$ cat src/rtl/load_store_unit.sv
// Load/store unit: one request in flight, IDLE -> ACCESS -> RESP, big-endian byte lanes.
// Misaligned requests skip the memory access and report adel_o/ades_o with badvaddr_o.
module load_store_unit #(
    parameter int ADDR_W = 32
) (
    input  logic              clk,
    input  logic              rst,
    input  logic              req_i,
    input  logic [2:0]        op_i,
    input  logic [ADDR_W-1:0] addr_i,
    input  logic [31:0]       wdata_i,
    input  logic              flush_i,
    output logic              ready_o,
    output logic              done_o,
    output logic [31:0]       rdata_o,
    output logic              adel_o,
    output logic              ades_o,
    output logic [ADDR_W-1:0] badvaddr_o,
    output logic              mem_ce_o,
    output logic              mem_we_o,
    output logic [ADDR_W-1:0] mem_addr_o,
    output logic [3:0]        mem_sel_o,
    output logic [31:0]       mem_data_o,
    input  logic [31:0]       mem_data_i
);

    typedef enum logic [1:0] {IDLE, ACCESS, RESP} state_t;
    typedef enum logic [2:0] {
        OP_LB  = 3'b000, OP_LBU = 3'b001, OP_LH = 3'b010, OP_LHU = 3'b011,
        OP_LW  = 3'b100, OP_SB  = 3'b101, OP_SH = 3'b110, OP_SW  = 3'b111
    } op_t;

    state_t            state;
    op_t               op_q;
    op_t               op_in;
    logic [ADDR_W-1:0] addr_q;
    logic [31:0]       wdata_q;
    logic              in_store;
    logic              in_misaligned;
    logic              q_store;
    logic              access_active;
    logic [3:0]        sel;
    logic [31:0]       store_data;
    logic [31:0]       load_data;
    logic [7:0]        load_byte;
    logic [15:0]       load_half;

    assign op_in = op_t'(op_i);

    always_comb begin
        in_store      = op_in inside {OP_SB, OP_SH, OP_SW};
        in_misaligned = 1'b0;
        case (op_in)
            OP_LH, OP_LHU, OP_SH: in_misaligned = addr_i[0];
            OP_LW, OP_SW:         in_misaligned = (addr_i[1:0] != 2'b00);
            default:              in_misaligned = 1'b0;
        endcase
    end

    assign q_store = op_q inside {OP_SB, OP_SH, OP_SW};

    // Lane 3 (sel[3], bits 31:24) holds the lowest byte address.
    always_comb begin
        sel        = 4'b1111;
        store_data = '0;
        case (op_q)
            OP_SB: begin
                sel        = 4'b1000 >> addr_q[1:0];
                store_data = {4{wdata_q[7:0]}};
            end
            OP_SH: begin
                sel        = addr_q[1] ? 4'b0011 : 4'b1100;
                store_data = {2{wdata_q[15:0]}};
            end
            OP_SW: begin
                sel        = 4'b1111;
                store_data = wdata_q;
            end
            default: begin
                sel        = 4'b1111;
                store_data = '0;
            end
        endcase
    end

    always_comb begin
        load_byte = 8'h00;
        case (addr_q[1:0])
            2'd0: load_byte = mem_data_i[31:24];
            2'd1: load_byte = mem_data_i[23:16];
            2'd2: load_byte = mem_data_i[15:8];
            2'd3: load_byte = mem_data_i[7:0];
            default: load_byte = 8'h00;
        endcase
        load_half = addr_q[1] ? mem_data_i[15:0] : mem_data_i[31:16];
        case (op_q)
            OP_LB:   load_data = {{24{load_byte[7]}}, load_byte};
            OP_LBU:  load_data = {24'h000000, load_byte};
            OP_LH:   load_data = {{16{load_half[15]}}, load_half};
            OP_LHU:  load_data = {16'h0000, load_half};
            default: load_data = mem_data_i;
        endcase
    end

    // Memory strobes decode straight from state so reset or flush drops them without a clock.
    assign access_active = (state == ACCESS);
    assign mem_ce_o      = access_active && !flush_i;
    assign mem_we_o      = access_active && q_store && !flush_i;
    assign mem_addr_o    = access_active ? addr_q : '0;
    assign mem_sel_o     = access_active ? sel : '0;
    assign mem_data_o    = access_active ? store_data : '0;
    assign ready_o       = (state == IDLE);
    assign done_o        = (state == RESP) && !flush_i;

    always_ff @(posedge clk or posedge rst) begin
        if (rst) begin
            state      <= IDLE;
            op_q       <= OP_LB;
            addr_q     <= '0;
            wdata_q    <= '0;
            rdata_o    <= '0;
            adel_o     <= 1'b0;
            ades_o     <= 1'b0;
            badvaddr_o <= '0;
        end else begin
            case (state)
                IDLE: begin
                    if (req_i && !flush_i) begin
                        op_q    <= op_in;
                        addr_q  <= addr_i;
                        wdata_q <= wdata_i;
                        if (in_misaligned) begin
                            state      <= RESP;
                            adel_o     <= !in_store;
                            ades_o     <= in_store;
                            badvaddr_o <= addr_i;
                            rdata_o    <= '0;
                        end else begin
                            state <= ACCESS;
                        end
                    end
                end
                ACCESS: begin
                    if (flush_i) begin
                        state <= IDLE;
                    end else begin
                        state   <= RESP;
                        rdata_o <= q_store ? 32'h0 : load_data;
                        adel_o  <= 1'b0;
                        ades_o  <= 1'b0;
                    end
                end
                RESP:    state <= IDLE;
                default: state <= IDLE;
            endcase
        end
    end

endmodule

$ cat config.mk
export PLATFORM = sky130hd
export DESIGN_NAME = load_store_unit
export DESIGN_NICKNAME = d
export VERILOG_FILES = /design/src/rtl/load_store_unit.sv
export SDC_FILE = /design/constraint.sdc
export NUM_CORES = 1
export LEC_CHECK = 0
export ABC_AREA = 1
export BUFFER_PORTS_ARGS = -buffer_cell sky130_fd_sc_hd__buf_2
export CORE_UTILIZATION = 24
export DETAILED_ROUTE_END_ITERATION = 16
export GPL_TIMING_DRIVEN = 1
export HOLD_SLACK_MARGIN = 0.15
export PLACE_DENSITY_LB_ADDON = 0.3
export SLEW_MARGIN = 20
export SYNTH_ARGS = -nofsm -noshare
export SYNTH_HDL_FRONTEND = slang
export SYNTH_SLANG_ARGS = --single-unit
$ cat constraint.sdc
create_clock -name clk -period 4.2 [get_ports clk]
set_input_delay 0.21 -clock clk [delete_from_list [all_inputs] [get_ports clk]]
set_output_delay 0.21 -clock clk [all_outputs]
set_load 0.01 [all_outputs]
==> out/results.txt, run 1 <==
Status -> complete, no violations
CP peak stage delay -> 0.68 ns
Hold/Removal Path Class -> in2reg
RSZ-0062 raised after global routing -> no
Max-cap viol count -> 0
Rel. slew slack -> 31.0%
Layout net count -> 1252
Internal power -> 0.00293 W
Worst setup EP type -> primary output
Cell count along the critical path -> 5
Yosys reg bits -> 135
R2R Path Start -> op_q[2]$_DFFE_PP0P_
Worst-Margin Slew -> 1.03 ns
Per-cell routed wire length -> 14.9 um
Top Ports -> 241
P per Cell Area -> 457 mW/mm^2
# clock sinks -> 135
Distinct cells, synth -> 31
Crit path from -> op_q[2]$_DFFE_PP0P_
Core Area -> 0.0269 mm^2
CTS clk-pin slew, worst paths -> 0.06 ns
Hold Crit Start -> mem_data_i[22]
DP HPWL -> 15.1 mm
Drt first pass iters -> 5
Post-Route Skew -> 0.0145 ns
Max-slew violations -> 0
Vias -> 6654
Hold Fails Final Rpt -> 0
Standby leakage power -> 5.18 nW
Final ANT Viol Nets -> 0
Clock Tree Root -> clkbuf_16
Register area -> 0.00338 mm^2
Syn_area_per_cell -> 7.70 um^2
Initial Utilization -> 24.4%
Horiz. Die Dim -> 167 um
Site row count -> 60
Min cycle time layout -> 2.89 ns
Global-route wire length before repair -> 35.5 mm
Seq/Total Area, Yosys -> 51.5%
Count leader, synth -> nand2_1
Combinational power share -> 24.3%
# fillers -> 2868
Vias in the first global route -> 6669
Crit path buf inv count -> 2
IO Port Bufs -> 240
WP data arrival -> 2.68 ns
Critical path type -> reg2out
Max Root-Sink Buffers -> 2
Worst skew pair latency -> 0.42 ns
Syn_nets -> 955
Final setup viols -> 0
Crit-path cells -> inv_2, nor3_2, nand2_1, o22ai_1, buf_2
Total gr overflow -> 0
Pwr Total -> 0.00429 W
Psw -> 0.00136 W
Share of cells above drive strength 1 -> 25.4%
Post-CTS Setup Bufs -> 0
Cells after Synth -> 852
Die H -> 167 um
Worst Path Max Fanout -> 34
Yosys top cell by area -> dfrtp_1
Sw Share -> 31.7%
Crit path launch type -> register
CP max-delay cell -> dfrtp_1
Most frequent cells after synthesis -> 243 x nand2_1, 135 x dfrtp_1, 129 x nor2_1, 81 x a21oi_1, 77 x inv_1
Top cells by area, synth -> dfrtp_1 51%, nand2_1 14%, nor2_1 7.4%, a21oi_1 6.2%, o21ai_0 4.9%
Required time of the critical path -> 3.99 ns
Yosys warning count -> 0
Final TNS setup -> 0 ns
Multi-input gate area -> 0.00264 mm^2
Worst path top cell family by delay -> simple AND/OR/NAND/NOR gates
Routability Congestion -> 0.831
Total GRT Usage -> 16.0%
Post-CTS Resized -> 0
Post-synth top area share -> 51.5%
Clock share of power -> 36.0%
Sequential power share -> 39.7%
Die area -> 0.0280 mm^2
Area grow syn2layout -> 43.4%
Post-synth EDFFs -> 0
WL final -> 22.4 mm
Period utilization -> 68.8%
Max Freq -> 346 MHz
Async SR Flop Fraction -> 100%
Remaining DRCs -> 0
Maximum number of pins on one net before global-route repair -> 102
Max IR drop VDD -> 0.178 mV
Vias per std cell -> 4.43
Initial antenna violation count -> 1
Initial DRC Count -> 352
Worst reg-to-reg path cell count -> 8
Mapped Area -> 0.00656 mm^2
CTS tree -> built
Hold Path Stages -> 5
Synth Flop Type -> dfrtp_1
H-tree Lvls -> 4
Total CTS buffers -> 17
[flip-flops by register name, summed over array words and instances (netlist names)]
name        flops
addr_q         32
adel_o          1
ades_o          1
badvaddr_o     32
op_q            3
rdata_o        32
state           2
wdata_q        32
[routing by layer]
layer | share of wire (%) | routed length, um | vias up | GRT usage [%]
met5 | 0 | 0 | - | 0
met2 | 47 | 10400 | 230 | 26.3
met4 | 1.5 | 333 | 0 | 4.39
li1 | - | - | 3283 | -
met3 | 6.7 | 1510 | 26 | 4.21
met1 | 45 | 10100 | 3115 | 20.8
[layout by cell type, fill, tap and decap left out, types with 2 or more instances in the layout]
cell           Yosys  layout
clkbuf_1          19       3
clkinv_2           0       3
o211ai_1           2       2
nor2_1           129     129
mux2_1            11      11
nor2_2             4       4
clkbuf_16          0      17
dfrtp_1          135     135
nor2_4             2       2
inv_2              6       6
o22ai_1           13      13
o21ai_0           64      64
nand2_1          243     243
bufinv_16          0       3
nand4_1            3       3
a21oi_1           81      81
clkbuf_8           0       3
dlygate4sd3_1      0      81
nor3_1             3       3
nand3_1           13      13
buf_2             17     240
o21ai_1            7       7
inv_1             77      76
buf_4              6       5
nand2_4            1       2
[cell type report]
type | instances | area share [%]
clock inverter | 8 | 1.29
sequential | 135 | 35.9
clock buffer | 23 | 5.08
antenna | 1 | 0.0266
multi-input combinational | 586 | 28.0
inverter | 83 | 3.36
timing repair buffer | 326 | 21.8
tap | 341 | 4.54
[stage by stage]
step | utilization, % | setup slack, ns | hold WS (ns) | cell area (um^2) | cells
final | 35.0 | 1.31 | 0.172 | 9410 | 1503
after global routing | 35.0 | 0.980 | 0.183 | 9410 | 1503
after CTS | 35.0 | 1.24 | 0.154 | 9400 | 1502
after detailed placement | 29.7 | 1.64 | 0.385 | 7990 | 1390
after global placement | 29.7 | 1.68 | 0.373 | 7990 | 1390
after floorplan | - | 0.379 | 0.327 | 6560 | 852
[power groups by stage]
stage	combinational [W]	sequential [W]	clock (W)
after floorplan	0.000578	0.00174	0
after global placement	0.000968	0.00172	0
after detailed placement	0.000980	0.00172	0
after CTS	0.00106	0.00170	0.00159
after global routing	0.00118	0.00174	0.00164
final	0.00104	0.00170	0.00155
[kinds of logic after synthesis]
| group | after synthesis | synth area share, % |
|---|---|---|
| and+or+nand+nor | 405 | 24.7 |
| AOI/OAI and AO/OA | 170 | 13.4 |
| DFF | 135 | 51.5 |
| muxes | 11 | 1.89 |
| buffers and inverters | 131 | 8.53 |
[worst reg2reg max path: cells and delay by family, from the launching register on]
family / cells / cell delay [ns]
buf+inv: 2 / 1.10
flops: 1 / 0.57
simple gates: 6 / 0.81
[final timing paths]
check,slack [ns],to
hold / removal,0.17,rdata_o[6]$_DFFE_PP0P_
setup / recovery,1.31,mem_data_o[19]
setup reg to reg,1.66,rdata_o[1]$_DFFE_PP0P_
hold reg to reg,0.47,rdata_o[21]$_DFFE_PP0P_
max in group asynchronous,2.76,wdata_q[3]$_DFFE_PP0P_
min in group asynchronous,0.47,addr_q[23]$_DFFE_PP0P_
[repair_timing]
item	CTS	global route
setup endpoints to repair	0	0
endpoints found under the hold margin	173	0
hold buffers	81	0
Note: power is estimated with default switching activity, not from simulation.
==> run 2: changes to the inputs <==
==> constraint.sdc (replaced) <==
create_clock -name clk -period 2.5 [get_ports clk]
set_input_delay 0.125 -clock clk [delete_from_list [all_inputs] [get_ports clk]]
set_output_delay 0.125 -clock clk [all_outputs]
set_load 0.01 [all_outputs]
==> run 2 against run 1 <==
Total power is 73% higher. Clock-buffer cell count is 5 lower. First-iteration DRC count is 17% higher. Global-route usage is 0.58 points higher. Critical path depth is 4 higher. Routed wire length is 2.3% higher. Combinational power is 79% higher. Largest cell class unchanged. Largest power group unchanged.
==> out/results.txt, run 2 (same netlist as run 1, synthesis figures left out) <==
Global-route wire length before repair -> 36.8 mm
Vias in the first global route -> 6902
Combinational power share -> 25.0%
CTS clk-pin slew, worst paths -> 0.06 ns
Reg-to-reg endpoint -> rdata_o[6]$_DFFE_PP0P_
Final worst slack -> 0.142 ns
Top Ports -> 241
Routability Congestion -> 0.830
CTS tree -> built
Clock Tree Root -> clkbuf_16
Required time of the critical path -> 2.85 ns
Area grow syn2layout -> 48.9%
WL final -> 22.9 mm
Sequential power share -> 38.3%
Hold Path Stages -> 5
Total gr overflow -> 0
Share of cells above drive strength 1 -> 25.9%
Min cycle time layout -> 2.36 ns
P per Cell Area -> 760 mW/mm^2
Max Root-Sink Buffers -> 2
Drt first pass iters -> 7
Internal power -> 0.00503 W
Standby leakage power -> 5.33 nW
Worst skew pair latency -> 0.42 ns
Worst reg-to-reg path cell count -> 9
Hold/Removal Path Class -> in2reg
Hold Fails Final Rpt -> 0
Max-slew violations -> 0
Initial Utilization -> 24.4%
Worst Path Max Fanout -> 24
IO Port Bufs -> 240
Final TNS setup -> 0 ns
R2R Path Start -> op_q[2]$_DFFE_PP0P_
Rel. slew slack -> 47.5%
Horiz. Die Dim -> 167 um
Psw -> 0.00239 W
Site row count -> 60
Final setup viols -> 0
Max Freq -> 424 MHz
DP HPWL -> 15.7 mm
Commonest non-fill, non-tap cells in the layout -> 243 x nand2_1, 240 x buf_2, 135 x dfrtp_1
WP data arrival -> 2.71 ns
Max IR drop VDD -> 0.373 mV
Die H -> 167 um
Core Area -> 0.0269 mm^2
Final ANT Viol Nets -> 0
Post-CTS Resized -> 0
Worst-Margin Slew -> 0.788 ns
Commonest non-fill, non-tap cell in the layout -> nand2_1
Max-cap viol count -> 0
Sw Share -> 32.2%
Total CTS buffers -> 17
H-tree Lvls -> 4
Pre-CTS WS -> 0.729 ns
Pwr Total -> 0.00743 W
Initial antenna violation count -> 1
Maximum number of pins on one net before global-route repair -> 136
Critical path type -> reg2reg
Hold path endpoint -> rdata_o[25]$_DFFE_PP0P_
Status -> complete, no violations
Initial DRC Count -> 411
Layout net count -> 1285
Remaining DRCs -> 0
Worst setup EP type -> register
Post-Route Skew -> 0.0126 ns
Vias -> 6797
Per-cell routed wire length -> 14.9 um
RSZ-0062 raised after global routing -> no
# clock sinks -> 135
Die area -> 0.0280 mm^2
R2R Setup Slk -> 0.14 ns
Vias per std cell -> 4.42
Hold Crit Start -> mem_data_i[25]
Period utilization -> 94.3%
Crit path launch type -> register
Clock share of power -> 36.7%
Total GRT Usage -> 16.6%
[run 2: cell count changes in the layout (fill, tap and decap cells not counted)]
cell | before | now
buf_12 | 0 | 3
clkinvlp_4 | 1 | 4
bufinv_16 | 3 | 4
dlygate4sd3_1 | 81 | 103
clkinv_2 | 3 | 2
nand2_4 | 2 | 1
clkinv_4 | 1 | 2
buf_4 | 5 | 13
clkbuf_8 | 3 | 0
inv_6 | 1 | 3
nand2_2 | 1 | 2
clkbuf_1 | 3 | 1
[run 2: how the worst max path moves through the flow]
stage / endpoint / slack [ns] / cells after the start / startpoint
after detailed placement: mem_data_o[25] / 0.73 / 6 / op_q[0]$_DFFE_PP0P_
after global placement: rdata_o[1]$_DFFE_PP0P_ / 0.76 / 8 / op_q[2]$_DFFE_PP0P_
after floorplan: addr_q[0]$_DFFE_PP0P_ / 0.70 / 1 / rst
after global routing: rdata_o[2]$_DFFE_PP0P_ / 0.01 / 9 / op_q[2]$_DFFE_PP0P_
final: rdata_o[6]$_DFFE_PP0P_ / 0.14 / 9 / op_q[2]$_DFFE_PP0P_
after CTS: rdata_o[6]$_DFFE_PP0P_ / 0.22 / 9 / op_q[2]$_DFFE_PP0P_
[run 2: layout make-up]
| type | count | area [um^2] |
|---|---|---|
| Antenna cell | 1 | 2.50 |
| Clock buffer | 18 | 429 |
| Clock inverter | 14 | 196 |
| Fill cell | 2819 | 17100 |
| Inverter | 83 | 315 |
| Multi-Input combinational cell | 586 | 2630 |
| Sequential cell | 135 | 3380 |
| Tap cell | 341 | 427 |
| Timing Repair Buffer | 359 | 2390 |
[run 2: per-layer routing]
metal | up-vias | wire length, um | GRT usage [%]
met1 | 3227 | 10600 | 21.9
met4 | 0 | 303 | 4.43
li1 | 3346 | - | -
met3 | 22 | 1110 | 3.85
met5 | - | 0 | 0
met2 | 202 | 10900 | 27.3
[run 2: power groups by stage]
stage	combinational, W	sequential (W)	clock (W)
after floorplan	0.000972	0.00292	0
after global placement	0.00168	0.00287	0
after detailed placement	0.00171	0.00287	0
after CTS	0.00188	0.00284	0.00281
after global routing	0.00209	0.00289	0.00289
final	0.00186	0.00284	0.00272
[run 2: timing repair]
action,in CTS,in global routing
endpoints found under the setup margin,0,0
setup buffers,0,0
hold endpoints to repair,265,0
hold buffers,103,0
[run 2: through the flow]
step	hold WS [ns]	cell area [um^2]	utilization (%)	cells
2_1_floorplan	0.242	6560	-	852
3_3_place_gp	0.341	8110	30.2	1401
3_5_place_dp	0.344	8110	30.2	1401
4_1_cts	0.153	9770	36.3	1536
5_1_grt	0.182	9770	36.3	1537
6_report	0.178	9770	36.3	1537
[run 2: critical path, cell delays in order, from the launching register on]
cell	delay (ns)
dfrtp_1	0.44
inv_2	0.22
buf_4	0.31
nand2_1	0.11
nor2_1	0.32
nand2_1	0.11
nand3_1	0.11
dlygate4sd3_1	0.56
nand2_1	0.05
nand2_1	0.06
==> run 3: changes to the inputs <==
--- a/config.mk
+++ b/config.mk
@@ -11,7 +11,7 @@
 export DETAILED_ROUTE_END_ITERATION = 16
 export GPL_TIMING_DRIVEN = 1
 export HOLD_SLACK_MARGIN = 0.15
-export PLACE_DENSITY_LB_ADDON = 0.3
+export PLACE_DENSITY = 0.44
 export SLEW_MARGIN = 20
 export SYNTH_ARGS = -nofsm -noshare
 export SYNTH_HDL_FRONTEND = slang
==> constraint.sdc (replaced) <==
create_clock -name clk -period 2.78 [get_ports clk]
set_input_delay 0.139 -clock clk [delete_from_list [all_inputs] [get_ports clk]]
set_output_delay 0.139 -clock clk [all_outputs]
set_load 0.01 [all_outputs]
==> run 3 against run 2 <==
Total power shrank 14%. Routed wire length grew 1.9%. Non-clock buffer count shrank 8. Fmax shrank 4.4%. Setup slack gained 0.17 ns. First-iteration DRC count shrank 34%. Critical path type unchanged. Critical path depth is the same. Largest cell class unchanged.
==> out/results.txt, run 3 (same netlist as run 1, synthesis figures left out) <==
# clock sinks -> 135
Hold/Removal Path Class -> in2reg
Global-route wire length before repair -> 37.7 mm
Maximum number of pins on one net before global-route repair -> 156
Max-slew violations -> 0
Worst setup EP type -> register
Vias per std cell -> 4.35
Hold Fails Final Rpt -> 0
Per-cell routed wire length -> 15.3 um
CP max-delay cell -> dfrtp_1
Initial DRC Count -> 273
Core Area -> 0.0269 mm^2
R2R Path Start -> op_q[2]$_DFFE_PP0P_
Top Ports -> 241
Vias -> 6642
Commonest non-fill, non-tap cells in the layout -> 243 x nand2_1, 240 x buf_2, 135 x dfrtp_1
Max-cap viol count -> 0
IO Port Bufs -> 240
Remaining DRCs -> 0
CP dominant cell by count -> nand2_1
Worst-Margin Slew -> 0.794 ns
Die area -> 0.0280 mm^2
Period utilization -> 88.7%
RSZ-0062 raised after global routing -> no
Max Root-Sink Buffers -> 2
Initial antenna violation count -> 2
Hold Crit Start -> mem_data_i[30]
Rel. slew slack -> 46.9%
Horiz. Die Dim -> 167 um
Drt first pass iters -> 7
Crit-path cells -> inv_2, buf_4, nand2_1, nor2_1, nand2_1, nand3_1, dlygate4sd3_1, nand2_1, nand2_1
Worst Path Max Fanout -> 31
Min cycle time layout -> 2.47 ns
Post-Route Skew -> 0.0155 ns
Max Freq -> 405 MHz
Routability Congestion -> 0.814
DP HPWL -> 16.1 mm
Vias in the first global route -> 6945
CTS tree -> built
Clock Tree Root -> clkbuf_16
Worst skew pair latency -> 0.42 ns
Final TNS setup -> 0 ns
WP data arrival -> 2.82 ns
Commonest non-fill, non-tap cell in the layout -> nand2_1
Initial Utilization -> 24.4%
Crit path launch type -> register
WL final -> 23.3 mm
Area grow syn2layout -> 47.4%
Hold path endpoint -> rdata_o[30]$_DFFE_PP0P_
Total GRT Usage -> 17.1%
CP peak stage delay -> 0.57 ns
Reg-to-reg endpoint -> rdata_o[1]$_DFFE_PP0P_
Site row count -> 60
Placed Instance Area -> 0.00812 mm^2
Standby leakage power -> 5.28 nW
Total gr overflow -> 0
Status -> complete, no violations
Die H -> 167 um
Share of cells above drive strength 1 -> 25.7%
Post-route cell area -> 0.00967 mm^2
R2R Setup Slk -> 0.31 ns
Hold Path Stages -> 5
H-tree Lvls -> 4
Layout net count -> 1277
CTS clk-pin slew, worst paths -> 0.06 ns
Critical path type -> reg2reg
Final setup viols -> 0
Worst reg-to-reg path cell count -> 9
Pre-CTS WS -> 0.774 ns
Post-CTS Setup Bufs -> 0
Crit path from -> op_q[2]$_DFFE_PP0P_
Required time of the critical path -> 3.13 ns
Max IR drop VDD -> 0.432 mV
Final worst slack -> 0.313 ns
Total CTS buffers -> 17
Post-layout util -> 36.0%
# fillers -> 2857
P per Cell Area -> 662 mW/mm^2
Final ANT Viol Nets -> 0
-- run 3: changes by cell type in the layout (fill, tap and decap cells not counted), sizes merged --
cell / before / now
buf: 256 / 252
dlygate4sd3: 103 / 99
bufinv: 4 / 1
clkinv: 4 / 7
inv: 85 / 83
clkbuf: 18 / 19
-- run 3: power breakdown --
group / switching [W] / internal (W) / total, W
registers: 0.000223 / 0.00235 / 0.00257
clock network: 0.000909 / 0.00127 / 0.00218
logic: 0.000991 / 0.000658 / 0.00165
-- run 3: cell type report --
| class | count | area [um^2] | share of cell area (%) |
|---|---|---|---|
| sequential | 135 | 3380 | 34.9 |
| tap | 341 | 427 | 4.41 |
| clock buffer | 19 | 453 | 4.69 |
| multi-input combinational | 586 | 2630 | 27.2 |
| antenna | 1 | 2.50 | 0.0259 |
| clock inverter | 12 | 104 | 1.07 |
| inverter | 83 | 315 | 3.26 |
| timing repair buffer | 351 | 2360 | 24.4 |
-- run 3: metal layers --
metal,vias to the layer above,share of wire (%),GRT usage [%]
li1,3327,-,-
met1,3125,47,22.2
met4,2,0.47,3.87
met3,8,5.8,4.96
met2,180,46,28.0
met5,-,0.047,0
-- run 3: worst max-delay path by stage --
stage | end | slack (ns) | depth (start not counted)
after floorplan | addr_q[0]$_DFFE_PP0P_ | 0.96 | 1
after global placement | mem_data_o[20] | 0.82 | 5
after detailed placement | mem_data_o[20] | 0.77 | 5
after CTS | mem_data_o[19] | 0.33 | 5
after global routing | rdata_o[1]$_DFFE_PP0P_ | 0.12 | 9
final | rdata_o[1]$_DFFE_PP0P_ | 0.31 | 9
-- run 3: worst max-delay path: cells and delay by family (launching register included) --
family,cells,cell delay (ns)
and+or+nand+nor,6,0.75
buffers and inverters,3,1.07
DFF,1,0.57
-- run 3: timing repair --
item,CTS,global route
hold buffers,99,0
hold endpoints to repair,156,0
resized for setup,0,0
-- run 3: per-stage QoR --
step / power [W] / hold slack (ns) / instances
CTS: 0.00651 / 0.154 / 1527
detailed placement: 0.00413 / 0.329 / 1397
global placement: 0.00412 / 0.332 / 1397
finish: 0.00640 / 0.172 / 1528
global route: 0.00683 / 0.185 / 1527
floorplan: 0.00350 / 0.256 / 852
